--- src/rtl/counter_display_pkg.sv ---
// rtl/counter_display_pkg.sv - shared digit count, conversion FSM states and 7-segment encodings
package counter_display_pkg;

  localparam int NUM_DIGITS = 4;

  typedef enum logic [1:0] {
    ST_IDLE  = 2'd0,
    ST_SHIFT = 2'd1,
    ST_DONE  = 2'd2
  } conv_state_e;

  // Cathode patterns {g,f,e,d,c,b,a}, active-low
  localparam logic [6:0] SEG_0     = 7'b1000000;
  localparam logic [6:0] SEG_1     = 7'b1111001;
  localparam logic [6:0] SEG_2     = 7'b0100100;
  localparam logic [6:0] SEG_3     = 7'b0110000;
  localparam logic [6:0] SEG_4     = 7'b0011001;
  localparam logic [6:0] SEG_5     = 7'b0010010;
  localparam logic [6:0] SEG_6     = 7'b0000010;
  localparam logic [6:0] SEG_7     = 7'b1111000;
  localparam logic [6:0] SEG_8     = 7'b0000000;
  localparam logic [6:0] SEG_9     = 7'b0010000;
  localparam logic [6:0] SEG_BLANK = 7'b1111111;

  function automatic logic [6:0] seg_decode(input logic [3:0] nib);
    logic [6:0] s;
    case (nib)
      4'd0:    s = SEG_0;
      4'd1:    s = SEG_1;
      4'd2:    s = SEG_2;
      4'd3:    s = SEG_3;
      4'd4:    s = SEG_4;
      4'd5:    s = SEG_5;
      4'd6:    s = SEG_6;
      4'd7:    s = SEG_7;
      4'd8:    s = SEG_8;
      4'd9:    s = SEG_9;
      default: s = SEG_BLANK;
    endcase
    return s;
  endfunction

  // Double-dabble correction step: add 3 to every BCD nibble that is 5 or more
  function automatic logic [15:0] dabble_adjust(input logic [15:0] bcd);
    logic [15:0] r;
    r = bcd;
    for (int i = 0; i < NUM_DIGITS; i++) begin
      if (bcd[i*4 +: 4] >= 4'd5) r[i*4 +: 4] = bcd[i*4 +: 4] + 4'd3;
    end
    return r;
  endfunction

endpackage

--- src/rtl/counter_display_if.sv ---
// rtl/counter_display_if.sv - counter input and display output bundle with master/slave views
interface counter_display_if
  import counter_display_pkg::*;
#(
  parameter int N = 4
);
  logic [N-1:0]            counterN;
  logic                    threshold;
  logic                    hold;
  logic [6:0]              segments;
  logic [NUM_DIGITS-1:0]   anodes;
  logic                    dp;
  logic                    busy;

  modport master (
    output counterN, threshold, hold,
    input  segments, anodes, dp, busy
  );

  modport slave (
    input  counterN, threshold, hold,
    output segments, anodes, dp, busy
  );
endinterface

--- src/rtl/bin_to_bcd_seq.sv ---
// rtl/bin_to_bcd_seq.sv - sequential double-dabble converter, one bit per cycle
module bin_to_bcd_seq
  import counter_display_pkg::*;
#(
  parameter int N = 4
) (
  input  logic         clk_i,
  input  logic         rst_ni,
  input  logic         start_i,
  input  logic [N-1:0] value_i,
  output logic         busy_o,
  output logic         done_o,
  output logic [15:0]  bcd_o
);

  localparam int CW = $clog2(N + 1);
  localparam logic [CW-1:0] LAST_BIT = CW'(N - 1);

  conv_state_e   state_q, state_d;
  logic [N-1:0]  bin_q, bin_d;
  logic [15:0]   bcd_q, bcd_d;
  logic [CW-1:0] cnt_q, cnt_d;
  logic [15:0]   adj;

  // State and datapath registers; reset aborts any conversion in flight
  always_ff @(posedge clk_i) begin
    if (!rst_ni) begin
      state_q <= ST_IDLE;
      bin_q   <= '0;
      bcd_q   <= '0;
      cnt_q   <= '0;
    end else begin
      state_q <= state_d;
      bin_q   <= bin_d;
      bcd_q   <= bcd_d;
      cnt_q   <= cnt_d;
    end
  end

  // Next state: latch on start, N adjust-and-shift steps, then one DONE cycle
  always_comb begin
    state_d = state_q;
    bin_d   = bin_q;
    bcd_d   = bcd_q;
    cnt_d   = cnt_q;
    adj     = dabble_adjust(bcd_q);
    case (state_q)
      ST_IDLE: begin
        if (start_i) begin
          bin_d   = value_i;
          bcd_d   = '0;
          cnt_d   = '0;
          state_d = ST_SHIFT;
        end
      end
      ST_SHIFT: begin
        bcd_d = {adj[14:0], bin_q[N-1]};
        bin_d = bin_q << 1;
        cnt_d = cnt_q + 1'b1;
        if (cnt_q == LAST_BIT) state_d = ST_DONE;
      end
      ST_DONE: begin
        state_d = ST_IDLE;
      end
      default: begin
        state_d = ST_IDLE;
      end
    endcase
  end

  assign busy_o = (state_q != ST_IDLE);
  assign done_o = (state_q == ST_DONE);
  assign bcd_o  = bcd_q;

endmodule

--- src/rtl/counter_display.sv ---
// rtl/counter_display.sv - 4-digit multiplexed 7-seg display of a binary counter with threshold blink (option: LEADING_ZERO_BLANK_EN)
module counter_display
  import counter_display_pkg::*;
#(
  parameter int N           = 4,
  parameter int REFRESH_DIV = 100000,
  parameter int BLINK_DIV   = 25000000
) (
  input logic              clock,
  input logic              reset,
  counter_display_if.slave bus
);

  localparam int RW = $clog2(REFRESH_DIV);
  localparam int BW = $clog2(BLINK_DIV);
  localparam logic [RW-1:0] REFRESH_MAX = RW'(REFRESH_DIV - 1);
  localparam logic [BW-1:0] BLINK_MAX   = BW'(BLINK_DIV - 1);

  logic [N-1:0]  last_q, last_d;
  logic [15:0]   display_q, display_d;
  logic [15:0]   conv_bcd;
  logic          conv_start, conv_busy, conv_done;
  logic [RW-1:0] refresh_q, refresh_d;
  logic [1:0]    digit_q, digit_d;
  logic [BW-1:0] blink_cnt_q, blink_cnt_d, blink_cnt_eff;
  logic          phase_q, phase_d, phase_eff;
  logic          thr_prev_q, thr_rise;
  logic [3:0]    nibble;
  logic          digit_on;
  logic          dark;

  // A new conversion starts only from idle, when not frozen and the input moved
  assign conv_start = !bus.hold && !conv_busy && (bus.counterN != last_q);

  bin_to_bcd_seq #(.N(N)) u_bin_to_bcd (
    .clk_i   (clock),
    .rst_ni  (reset),
    .start_i (conv_start),
    .value_i (bus.counterN),
    .busy_o  (conv_busy),
    .done_o  (conv_done),
    .bcd_o   (conv_bcd)
  );

  assign bus.busy = conv_busy;

  // Track the value being converted and publish the finished result atomically
  always_comb begin
    last_d    = last_q;
    display_d = display_q;
    if (conv_start) last_d = bus.counterN;
    if (conv_done)  display_d = conv_bcd;
  end

  // Scan timing: one digit slot per REFRESH_DIV cycles
  always_comb begin
    refresh_d = refresh_q + 1'b1;
    digit_d   = digit_q;
    if (refresh_q == REFRESH_MAX) begin
      refresh_d = '0;
      digit_d   = digit_q + 2'd1;
    end
  end

  // Blink timing; a threshold rising edge restarts the ON phase in that same cycle
  always_comb begin
    thr_rise      = bus.threshold && !thr_prev_q;
    blink_cnt_eff = thr_rise ? '0 : blink_cnt_q;
    phase_eff     = thr_rise | phase_q;
    if (blink_cnt_eff == BLINK_MAX) begin
      blink_cnt_d = '0;
      phase_d     = !phase_eff;
    end else begin
      blink_cnt_d = blink_cnt_eff + 1'b1;
      phase_d     = phase_eff;
    end
  end

  // All registers of the top level
  always_ff @(posedge clock) begin
    if (!reset) begin
      last_q      <= '0;
      display_q   <= '0;
      refresh_q   <= '0;
      digit_q     <= '0;
      blink_cnt_q <= '0;
      phase_q     <= 1'b1;
      thr_prev_q  <= 1'b0;
    end else begin
      last_q      <= last_d;
      display_q   <= display_d;
      refresh_q   <= refresh_d;
      digit_q     <= digit_d;
      blink_cnt_q <= blink_cnt_d;
      phase_q     <= phase_d;
      thr_prev_q  <= bus.threshold;
    end
  end

`ifdef LEADING_ZERO_BLANK_EN
  logic [1:0] msd;

  // Most significant nonzero digit; digit 0 stays lit even for a zero value
  always_comb begin
    msd = 2'd0;
    for (int i = 1; i < NUM_DIGITS; i++) begin
      if (display_q[i*4 +: 4] != 4'd0) msd = 2'(i);
    end
  end

  assign digit_on = (digit_q <= msd);
`else
  assign digit_on = 1'b1;
`endif

  // Output decode: selected nibble, anode select with blink blanking, decimal point
  always_comb begin
    nibble       = display_q[{digit_q, 2'b00} +: 4];
    dark         = bus.threshold && !phase_eff;
    bus.segments = seg_decode(nibble);
    bus.anodes   = '1;
    if (digit_on && !dark) bus.anodes[digit_q] = 1'b0;
    bus.dp       = !(bus.threshold && phase_eff && (digit_q == 2'd0));
  end

endmodule

--- src/flat_wrapper.sv ---
// flat-port wrapper written by rule: the top's interface ports become plain ports
module counter_display_flat import counter_display_pkg::*;
#(
  parameter int N           = 4,
  parameter int REFRESH_DIV = 100000,
  parameter int BLINK_DIV   = 25000000
)
  (clock, reset, bus_counterN, bus_threshold, bus_hold, bus_segments, bus_anodes, bus_dp, bus_busy);
  counter_display_if #(.N(N)) bus_i ();
  input logic clock;
  input logic reset;
  input wire logic [$bits(bus_i.counterN)-1:0] bus_counterN;
  input wire logic [$bits(bus_i.threshold)-1:0] bus_threshold;
  input wire logic [$bits(bus_i.hold)-1:0] bus_hold;
  output wire logic [$bits(bus_i.segments)-1:0] bus_segments;
  output wire logic [$bits(bus_i.anodes)-1:0] bus_anodes;
  output wire logic [$bits(bus_i.dp)-1:0] bus_dp;
  output wire logic [$bits(bus_i.busy)-1:0] bus_busy;
  assign bus_i.counterN = bus_counterN;
  assign bus_i.threshold = bus_threshold;
  assign bus_i.hold = bus_hold;
  assign bus_segments = bus_i.segments;
  assign bus_anodes = bus_i.anodes;
  assign bus_dp = bus_i.dp;
  assign bus_busy = bus_i.busy;
  counter_display #(.N(N), .REFRESH_DIV(REFRESH_DIV), .BLINK_DIV(BLINK_DIV)) u_core (.clock(clock), .reset(reset), .bus(bus_i));
endmodule
--- config.mk ---
export PLATFORM = sky130hd
export DESIGN_NAME = counter_display_flat
export DESIGN_NICKNAME = d
export VERILOG_FILES = /design/src/rtl/counter_display_pkg.sv /design/src/rtl/counter_display_if.sv /design/src/rtl/bin_to_bcd_seq.sv /design/src/rtl/counter_display.sv /design/src/flat_wrapper.sv
export SDC_FILE = /design/constraint.sdc
export NUM_CORES = 1
export LEC_CHECK = 0
export ABC_AREA = 1
export BUFFER_PORTS_ARGS = -buffer_cell sky130_fd_sc_hd__buf_2
export CELL_PAD_IN_SITES_DETAIL_PLACEMENT = 1
export CELL_PAD_IN_SITES_GLOBAL_PLACEMENT = 2
export CORE_MARGIN = 2
export CORE_UTILIZATION = 38
export DETAILED_ROUTE_END_ITERATION = 10
export PLACE_DENSITY_LB_ADDON = 0.1
export SKIP_CTS_REPAIR_TIMING = 1
export SLEW_MARGIN = 40
export SYNTH_ARGS = -nofsm -noshare
export SYNTH_HDL_FRONTEND = slang
export SYNTH_SLANG_ARGS = --single-unit
--- constraint.sdc ---
create_clock -name clock -period 3.45 [get_ports clock]
set_clock_uncertainty 0.05 [all_clocks]
set_input_delay 0.1725 -clock clock [delete_from_list [all_inputs] [get_ports clock]]
set_output_delay 0.1725 -clock clock [all_outputs]
set_load 0.05 [all_outputs]
==> results.py <==
metrics = {
    "die": {
        "start_util_pct": 39.0,
        "row_count": 41,
        "boundaryPins": 21,
        "fp.dieW_um": 118,
        "coreArea_um2": 12600,
        "dieArea_um2": 13900,
        "die_h_um": 118,
    },
    "sta": {
        "slew_viol_final": 0,
        "finalSetupTns_ns": 0,
        "worstMarginPinSlew_ns": 0.746,
        "rsz0062_at_grt": "false",
        "finalCriticalPeriod_ns": 2.63,
        "clock.fmax_mhz": 380,
        "fin_crit_sh_pct": 76.2,
        "slew_headroom_pct": 50.2,
        "finalWorstSetupSlack_ns": 0.821,
        "setup_violations": 0,
        "hold_violations": 0,
    },
    "worst_setup_path": {
        "slowest_delay_ns": 0.57,
        "setup.worst_path.class": "reg2out",
        "reg2reg_setup_slack_ns": 1.11,
        "r2r_end": "u_core.blink_cnt_q[18]",
        "cp_common_cell": "nand2_1",
        "start_kind": "register",
        "end_kind": "primary output",
        "arrival_ns": 2.41,
        "r2r_start": "u_core.thr_prev_q",
        "critPathRequiredTime_ns": 3.23,
        "rr_worst_depth": 12,
        "path_max_fanout": 12,
        "cp_cell_sequence": "inv_2 -> nand2_1 -> nand3_1 -> nand2_1 -> inv_1 -> ha_1 -> inv_1 -> nand2_1 -> a31oi_1 -> buf_2",
        "crit_path_top_delay_cell": "dfxtp_1",
    },
    "grt": {
        "grt_pass1_wl_um": 21700,
        "grt_pass1_vias": 4531,
        "grt_max_degree": 34,
        "grt_overflow": 0,
        "antenna_found_initial": 0,
        "grtUsageTotal_pct": 19.0,
    },
    "pwr": {
        "swShare_pct": 23.9,
        "switching_power_mw": 0.526,
        "internal-power_mw": 1.68,
        "combinationalPowerShare_pct": 5.6,
        "cellLeakagePower_nw": 2.10,
        "clkPwrFrac_pct": 45.4,
        "power_frac_seq_pct": 48.9,
        "powerDensity_nw_per_um2": 406,
        "max-vdd-ir-drop_v": 0.000220,
    },
    "placement": {
        "hpwlAfterDp_um": 9240,
        "gp_congestion": 0.775,
        "place_ws_ns": 1.10,
        "io_buffers": 20,
    },
    "routing": {
        "wl_um": 12500,
        "dr.pass1.iters": 4,
        "vias_per_cell": 5.05,
        "wire_per_inst_um": 14.0,
        "initialDrtViolationCount": 226,
        "drc": 0,
        "antenna_left": 0,
        "vias": 4524,
    },
    "min_path": {
        "min_path_type": "in2reg",
        "hold_path_depth": 3,
        "hold_start": "bus_threshold",
        "min_to": "u_core.thr_prev_q",
    },
    "cts": {
        "cts_tree": "yes",
        "clock_sinks": 91,
        "cts_made_buffers": 9,
        "root_buffer": "clkbuf_16",
        "htree_levels": 3,
        "clk_latency_ns": 0.34,
        "clock_path_buffers": 2,
        "clk_pin_slew_ns": 0.06,
    },
    "outcome": {
        "outcome": "complete, no violations",
    },
    "yosys": {
        "async_flop_share_pct": 0,
        "synth_seq_area_share_pct": 37.0,
        "syn_area_per_cell_um2": 6.97,
        "yosys_warnings": 0,
        "yosysUniqueCellTypes": 37,
        "synth_edf_count": 0,
        "ys_seq_elements": 91,
        "synth_cells": 706,
        "dominantRegCellSynth": "dfxtp_1",
        "netlist_area_um2": 4920,
        "syn_nets": 735,
    },
    "final_layout": {
        "drive_gt1_share_pct": 10.5,
        "fin_nets": 749,
        "antenna_cells": 0,
        "final_util_pct": 43.0,
        "area_growth_pct": 10.2,
    },
    "run": {
        "maxCapViolCount": 0,
    },
}
[worst max-delay path by stage]
| stage | start | to | slack (ns) | depth (start not counted) |
|---|---|---|---|---|
| after floorplan | u_core.digit_q[0] | bus_segments[6] | 0.83 | 7 |
| after CTS | u_core.digit_q[0] | bus_segments[4] | 0.79 | 10 |
| after global placement | u_core.thr_prev_q | u_core.blink_cnt_q[15] | 1.19 | 12 |
| after global routing | u_core.digit_q[0] | bus_segments[4] | 0.60 | 9 |
| after detailed placement | u_core.thr_prev_q | u_core.blink_cnt_q[18] | 1.10 | 12 |
| final | u_core.digit_q[0] | bus_segments[4] | 0.82 | 10 |
[worst max-delay path: cells and delay by family, from the launching register on]
family / cells / cell delay (ns)
buffers and inverters: 4 / 0.68
flip-flops: 1 / 0.57
AND/OR/NAND/NOR: 4 / 0.43
adder cells (fa/ha/maj): 1 / 0.22
AO/OA/AOI/OAI: 1 / 0.17
[layer usage]
layer | vias to the layer above | share of wire [%] | track usage (%)
met3 | 9 | 2.4 | 4.22
met2 | 33 | 48 | 32.0
met4 | 0 | 0.83 | 3.61
met5 | - | 0 | 0
met1 | 2166 | 48 | 25.3
li1 | 2316 | - | -
[layout make-up]
| type | instances | area (um^2) |
|---|---|---|
| fillers | 1672 | 7190 |
| multi-input cells | 521 | 2700 |
| flip-flops and latches | 91 | 1820 |
| inverters | 75 | 282 |
| clock buffers | 11 | 243 |
| well taps | 172 | 215 |
| repair buffers | 22 | 115 |
| clock inverters | 4 | 51.3 |
[stage by stage]
step	cell area (um^2)	power [mW]	hold WS [ns]	instances
floorplan	4920	1.20	0.216	706
global placement	5130	1.22	0.380	881
detailed placement	5130	1.23	0.389	881
CTS	5430	2.23	0.0327	896
global route	5430	2.29	0.0466	896
finish	5430	2.20	0.0480	896
[cells in the final DEF, fill, tap and decap left out, types with 14 or more instances in the layout]
cell	instances
ha_1	21
o21ai_0	35
xor2_1	14
inv_1	74
dfxtp_1	91
nand3_1	77
buf_2	20
nand2_1	166
nor2_1	82
a21oi_1	54
[power groups by stage]
| stage | Sequential, mW | Clock [mW] | Combinational [mW] |
|---|---|---|---|
| 3_5_place_dp | 1.10 | 0 | 0.126 |
| 2_1_floorplan | 1.10 | 0 | 0.100 |
| 6_report | 1.08 | 1.00 | 0.124 |
| 4_1_cts | 1.08 | 1.03 | 0.127 |
| 5_1_grt | 1.08 | 1.07 | 0.142 |
| 3_3_place_gp | 1.10 | 0 | 0.123 |
[state kept, by name, summed over array words and instances (netlist names), 2 cells and up]
signal	flops
u_core.blink_cnt_q	25
u_core.refresh_q	17
u_core.display_q	16
u_core.u_bin_to_bcd.bcd_o	16
u_core.last_q	4
u_core.u_bin_to_bcd.bin_q	4
u_core.u_bin_to_bcd.cnt_q	3
u_core.digit_q	2
u_core.u_bin_to_bcd.state_q	2
[synthesized netlist by cell type (2+ instances only)]
library cell | number | area [um^2]
nand2_1 | 166 | 623
dfxtp_1 | 91 | 1820
nor2_1 | 82 | 308
nand3_1 | 77 | 385
inv_1 | 74 | 278
a21oi_1 | 54 | 270
o21ai_0 | 35 | 175
ha_1 | 21 | 263
xor2_1 | 14 | 123
a21oi_2 | 11 | 96.3
clkbuf_1 | 8 | 30.0
nand4_1 | 8 | 50.1
nor2_2 | 7 | 43.8
buf_2 | 6 | 30.0
nand2_2 | 6 | 37.5
nor3_1 | 6 | 30.0
nand3_2 | 5 | 50.1
buf_6 | 4 | 45.0
o211ai_1 | 4 | 30.0
xnor2_1 | 3 | 26.3
nand2_4 | 2 | 22.5
nand3b_1 | 2 | 15.0
nor2_4 | 2 | 22.5
o21ai_2 | 2 | 17.5
o31ai_1 | 2 | 15.0
or2_1 | 2 | 12.5
or2_2 | 2 | 12.5
[kinds of logic after synthesis]
| kind of cell | share of synthesized area (%) |
|---|---|
| and+or+nand+nor | 33.5 |
| AOI/OAI and AO/OA | 13.0 |
| buffers and inverters | 8.16 |
| DFF | 37.0 |
| adders and majority gates | 5.34 |
| xor gates and xnor gates | 3.03 |
Note: power is estimated with default switching activity, not from simulation.
